`src/rtl/alu_exec_stage.sv`:
```
// rtl/alu_exec_stage.sv - register file and IDLE/READ/EXEC/WB sequencer feeding a 16-bit ALU
module alu_exec_stage #(
  parameter int NREGS = 16
) (
  input  logic        clk,
  input  logic        reset,
  input  logic        start,
  input  logic [7:0]  op,
  input  logic [3:0]  rdest,
  input  logic [3:0]  rsrc,
  input  logic [7:0]  imm,
  input  logic        ld_en,
  input  logic [3:0]  ld_addr,
  input  logic [15:0] ld_data,
  input  logic [3:0]  dbg_addr,
  output logic [15:0] alu_a,
  output logic [15:0] alu_b,
  output logic [7:0]  alu_op,
  input  logic [15:0] alu_c,
  input  logic [4:0]  alu_flags,
  output logic [4:0]  psr,
  output logic        busy,
  output logic        done,
  output logic [15:0] dbg_data
);

  typedef enum logic [1:0] {IDLE = 2'd0, READ = 2'd1, EXEC = 2'd2, WB = 2'd3} state_t;

  state_t      state, state_nxt;
  logic [15:0] rf [NREGS];
  logic [7:0]  op_q, imm_q;
  logic [3:0]  rdest_q, rsrc_q;
  logic [15:0] res_q;
  logic [4:0]  flags_q;
  logic [15:0] b_sel;
  logic        rf_wb, psr_wb;

  // State register
  always_ff @(posedge clk) begin
    if (reset) state <= IDLE;
    else       state <= state_nxt;
  end

  // Next-state: fixed three-cycle walk once started; start only matters in IDLE
  always_comb begin
    state_nxt = state;
    case (state)
      IDLE:    if (start) state_nxt = READ;
      READ:    state_nxt = EXEC;
      EXEC:    state_nxt = WB;
      WB:      state_nxt = IDLE;
      default: state_nxt = IDLE;
    endcase
  end

  // State-derived outputs
  always_comb begin
    busy = (state != IDLE);
  end

  // Operand B: immediate forms override the source register read
  always_comb begin
    b_sel = rf[rsrc_q];
    case (op_q[7:4])
      4'b0101, 4'b0111, 4'b1001, 4'b1011: b_sel = {{8{imm_q[7]}}, imm_q};
      4'b0110, 4'b1101, 4'b1110:          b_sel = {8'h00, imm_q};
      default: ;
    endcase
    if (op_q[7:1] == 7'b1000000 || op_q[7:1] == 7'b1000100)
      b_sel = {11'b0, imm_q[4:0]};
  end

  // Writeback qualifiers: compares and NOP leave rf alone, only NOP leaves PSR alone
  always_comb begin
    rf_wb  = !(op_q == 8'h00 || op_q == 8'h0B || op_q == 8'h0F ||
               op_q[7:4] == 4'b1011 || op_q[7:4] == 4'b1110);
    psr_wb = (op_q != 8'h00);
  end

  // Datapath: latch fields, drive ALU, capture result, write back
  always_ff @(posedge clk) begin
    if (reset) begin
      for (int i = 0; i < NREGS; i++) rf[i] <= 16'h0000;
      psr     <= 5'b00000;
      alu_a   <= 16'h0000;
      alu_b   <= 16'h0000;
      alu_op  <= 8'h00;
      op_q    <= 8'h00;
      imm_q   <= 8'h00;
      rdest_q <= 4'h0;
      rsrc_q  <= 4'h0;
      res_q   <= 16'h0000;
      flags_q <= 5'b00000;
      done    <= 1'b0;
    end else begin
      done <= 1'b0;
      case (state)
        IDLE: begin
          if (ld_en) rf[ld_addr] <= ld_data;
          if (start) begin
            op_q    <= op;
            imm_q   <= imm;
            rdest_q <= rdest;
            rsrc_q  <= rsrc;
          end
        end
        READ: begin
          alu_a  <= rf[rdest_q];
          alu_b  <= b_sel;
          alu_op <= op_q;
        end
        EXEC: begin
          res_q   <= alu_c;
          flags_q <= alu_flags;
        end
        WB: begin
          if (rf_wb)  rf[rdest_q] <= res_q;
          if (psr_wb) psr <= flags_q;
          done <= 1'b1;
        end
        default: ;
      endcase
    end
  end

  assign dbg_data = rf[dbg_addr];

endmodule

```
`config.mk`:
```
export PLATFORM = sky130hd
export DESIGN_NAME = alu_exec_stage
export DESIGN_NICKNAME = d
export VERILOG_FILES = /design/src/rtl/alu_exec_stage.sv
export SDC_FILE = /design/constraint.sdc
export NUM_CORES = 1
export LEC_CHECK = 0
export BUFFER_PORTS_ARGS = -buffer_cell sky130_fd_sc_hd__buf_2
export CORE_MARGIN = 3
export CORE_UTILIZATION = 50
export CTS_CLUSTER_SIZE = 25
export DETAILED_ROUTE_END_ITERATION = 6
export HOLD_SLACK_MARGIN = 0.15
export PLACE_DENSITY_LB_ADDON = 0.25
export REMOVE_ABC_BUFFERS = 1
export SETUP_SLACK_MARGIN = 0.1
export SLEW_MARGIN = 10
export SYNTH_ARGS = -nofsm -noshare
export SYNTH_HDL_FRONTEND = slang
export SYNTH_SLANG_ARGS = --single-unit
```
`constraint.sdc`:
```
create_clock -name clk -period 3.65 [get_ports clk]
set_clock_uncertainty 0.2 [all_clocks]
set_input_delay 0.73 -clock clk [delete_from_list [all_inputs] [get_ports clk]]
set_output_delay 0.73 -clock clk [all_outputs]
set_load 0.05 [all_outputs]
```
==> run_results.csv <==
group,metric,value,unit
finish,insertedDiodeCount,0,
setup_path,critical_path.endpoint_type,"output pin",
timing,max_clock_freq,293,MHz
routing,wl_met3,6630,um
place,hpwlAfterDp,38800,um
timing,fin_worst_hold_slack,0.209,ns
finish,fill_cells,3019,
synth,postSynthCellCount,1412,
pwr,pwr-share-clk,32.9,%
setup_path,startpoint_type,"input pin",
die,fp.coreArea,37100,sq um
pwr,comb_power_share,26.3,%
global_route,grt_start_max_net_pins,65,
setup_path,timing.rr.end,"rf[1][2]$_SDFFCE_PN0P_",
routing,postRouteAntennaNets,0,
pwr,seq_power_share,40.8,%
die,row_count,70,
pwr,design_internal_power,0.00823,W
min_path,min_path_type,"in2reg",
clocking,post-cts-setup-buffer-count,0,
clocking,cts_buffers,40,
pwr,pwr_density_cell,559,nW/um^2
timing,final_min_period_over_clock_period,93.5,%
clocking,clock_sink_count,353,
setup_path,critical_path.max_fanout,34,
clocking,clock_insertion_delay_worst_skew,0.56,ns
timing,report.final.setup_viol,0,
finish,num-nets-final,1622,
synth,synth_area_leader_cell,"edfxtp_1",
place,placement.io_buffers,135,
routing,remaining_drc_errors,0,
synth,synth_async_sr_flop_share,0,%
global_route,grt_util_all_layers,29.7,%
routing,drt-met1-wl,21900,um
clocking,number_of_gates_resized_after_cts,0,
run,drv.max_cap_violation_count,0,
routing,avgViaCountPerCell,6.67,
routing,detailroute.wirelength.met2,28000,um
finish,total_area_of_multi_input_combinational_cells,8790,sq um
timing,final_period_minus_worst_setup_slack,3.41,ns
synth,post-synth-top-area-fraction,40.3,%
routing,top_layer_used,"met4",
pwr,p_switching,0.00399,W
global_route,grt_antenna_before_repair,0,
global_route,remaining_global_route_overflow,0,
routing,routed_wire_length_per_instance,28.9,um
die,dieArea,40500,sq um
synth,synth.ff_latch_count,353,
clocking,max-clock-path-buffers,3,
synth,synth_most_common_cell,"nor2_1",
timing,finalHoldViolations,0,
pwr,max-vdd-ir-drop,0.463,mV
setup_path,worst_r2r_path_depth,6,
pwr,sw_frac_of_total,32.7,%
finish,final_design_area_no_fill,21900,sq um
synth,ys_top_cells_by_count,"312 x nor2_1, 256 x edfxtp_1, 205 x mux4_2",
timing,final_max_slew_viol_count,0,
routing,drt_first_iter_violations,1705,
global_route,number_of_global_route_vias_before_repair,13700,
timing,slew_headroom,16.7,%
clocking,clockRootBuffer,"clkbuf_16",
min_path,count_of_cells_along_the_worst_hold_path,3,
die,starting_density_of_the_core,51.3,%
die,fp.dieW,201,um
finish,ff_latch_area,9640,sq um
routing,drt-pass1-iter-count,6,
die,design.portCount,136,
finish,layout-area-overhead-vs-synth,14.7,%
synth,syn_area_per_cell,13.5,sq um
global_route,grt_pass1_wl,88900,um
min_path,timing.hold.worst_endpoint,"res_q[5]$_SDFFE_PP0P_",
place,placement.cell_area,20600,sq um
setup_path,cp_data_arrival_time,2.48,ns
synth,yosys_most_used_dff,"edfxtp_1",
place,gp_congestion,0.946,
pwr,power.static_leakage,7.89,nW
status,status,"complete, no violations",
timing,tightestPinTransition,1.25,ns
clocking,tritoncts,"done",
setup_path,reg2reg_slack,0.61,ns
synth,ys.warnings.count,0,
clocking,clock_transition_at_the_registers_of_the_reported_paths,0.06,ns
synth,netlist_top_cells_area,"edfxtp_1 40%, mux4_2 24%, dfxtp_1 10%",
synth,netlist_cell_types,60,
setup_path,worst-endpoint-required,2.72,ns
place,placed_cells_incl_taps,2006,
finish,final_cells,2078,
synth,count_of_flip_flops_with_a_built_in_enable_after_synthesis,256,
clocking,cts_htree_levels,2,
synth,sequential_fraction_of_the_synthesis_area,50.5,%
routing,num_vias,13900,
pwr,power,0.0122,W
setup_path,worstSetupPathType,"in2out",
synth,mappedNetlistArea,19100,sq um
routing,route.final.wire_length,60000,um
die,dieHeight,201,um
finish,post_route_cells_drive_above_1_share,35.1,%
clocking,cts_hold_buf,0,
setup_path,r2r_start,"op_q[6]$_SDFFE_PP0P_",
timing,grt_setup_unrepaired,"no",
min_path,hp-start,"alu_c[5]",
## per-layer routing
layer / track usage [%] / vias up
li1: - / 5727
met1: 40.0 / 6998
met2: 45.9 / 950
met3: 6.84 / 180
met4: 14.9 / 0
met5: 0 / -
## worst max path at each step
stage,from,slack [ns],endpoint,cells after the start
final,dbg_addr[0],0.24,dbg_data[8],5
after global routing,dbg_addr[0],0.17,dbg_data[8],5
after CTS,dbg_addr[0],0.22,dbg_data[9],5
after detailed placement,dbg_addr[0],0.23,dbg_data[8],5
after global placement,dbg_addr[0],0.25,dbg_data[8],5
after floorplan,rdest_q[0]$_SDFFE_PP0P_,-1.20,rf[11][0]$_SDFFCE_PN0P_,3
## worst max-delay path: stages
cell and delay, ns:
buf_4 0.13, buf_12 0.27, mux4_2 0.54, mux4_2 0.54, buf_2 0.24
## power by group through the flow
stage | clock network [W] | logic (W) | registers, W
after floorplan | 0 | 0.00179 | 0.00535
after global placement | 0 | 0.00315 | 0.00505
after detailed placement | 0 | 0.00319 | 0.00506
after CTS | 0.00407 | 0.00320 | 0.00498
after global routing | 0.00422 | 0.00339 | 0.00503
final | 0.00402 | 0.00321 | 0.00499
## sequential cells by signal, indices dropped and copies added (netlist names), 5 cells and up, named ones only
name / cells
imm_q: 8
alu_op: 8
res_q: 16
alu_b: 16
op_q: 8
alu_a: 16
flags_q: 5
psr: 5
rf: 256
## stage by stage
| stage | worst slack [ns] | utilization (%) | setup TNS (ns) |
|---|---|---|---|
| 6_report | 0.239 | 58.9 | 0 |
| 4_1_cts | 0.219 | 58.9 | 0 |
| 2_1_floorplan | -1.20 | - | -413.64 |
| 3_3_place_gp | 0.246 | 55.4 | 0 |
| 5_1_grt | 0.168 | 58.9 | 0 |
| 3_5_place_dp | 0.225 | 55.4 | 0 |
## cell type report
type | instances | area share, %
clock buffers | 50 | 4.89
flip-flops and latches | 353 | 44.1
well taps | 504 | 2.89
clock inverters | 22 | 0.996
multi-input cells | 919 | 40.2
repair buffers | 221 | 6.74
inverters | 9 | 0.155
## cell families (layout without fill, tap and decap cells)
kind of cell / count (synthesis) / after routing / share of synthesized area [%]
adder cells (fa/ha/maj): 5 / 5 / 0.328
multiplexers: 263 / 263 / 27.9
AND/OR/NAND/NOR: 459 / 459 / 10.3
XOR/XNOR: 2 / 2 / 0.0919
flip-flops: 353 / 353 / 50.5
AO/OA/AOI/OAI: 190 / 190 / 7.38
buffers and inverters: 140 / 302 / 3.42
## cell usage in the layout (no fill, tap or decap), types with 3 or more instances in the layout
cell type / n
nor2_1: 312
edfxtp_1: 256
mux4_2: 205
buf_2: 134
dfxtp_1: 93
nand2_1: 85
buf_4: 75
a22oi_1: 58
a21oi_1: 47
mux2i_1: 47
clkbuf_16: 41
nor2b_1: 18
a31o_2: 17
o22ai_2: 15
o21ai_0: 14
buf_12: 12
mux2i_4: 10
inv_1: 8
a31oi_1: 8
a211oi_1: 8
clkbuf_1: 8
clkinv_1: 7
clkinv_2: 6
nor3_1: 5
a21oi_2: 5
nand2b_1: 4
and3_1: 4
and2_1: 4
nand3b_1: 4
a311oi_1: 4
ha_1: 4
bufinv_16: 4
clkinvlp_4: 4
nand3_1: 3
nor3b_1: 3
dfxtp_4: 3
No activity file was read; power rests on OpenSTA's default activity.
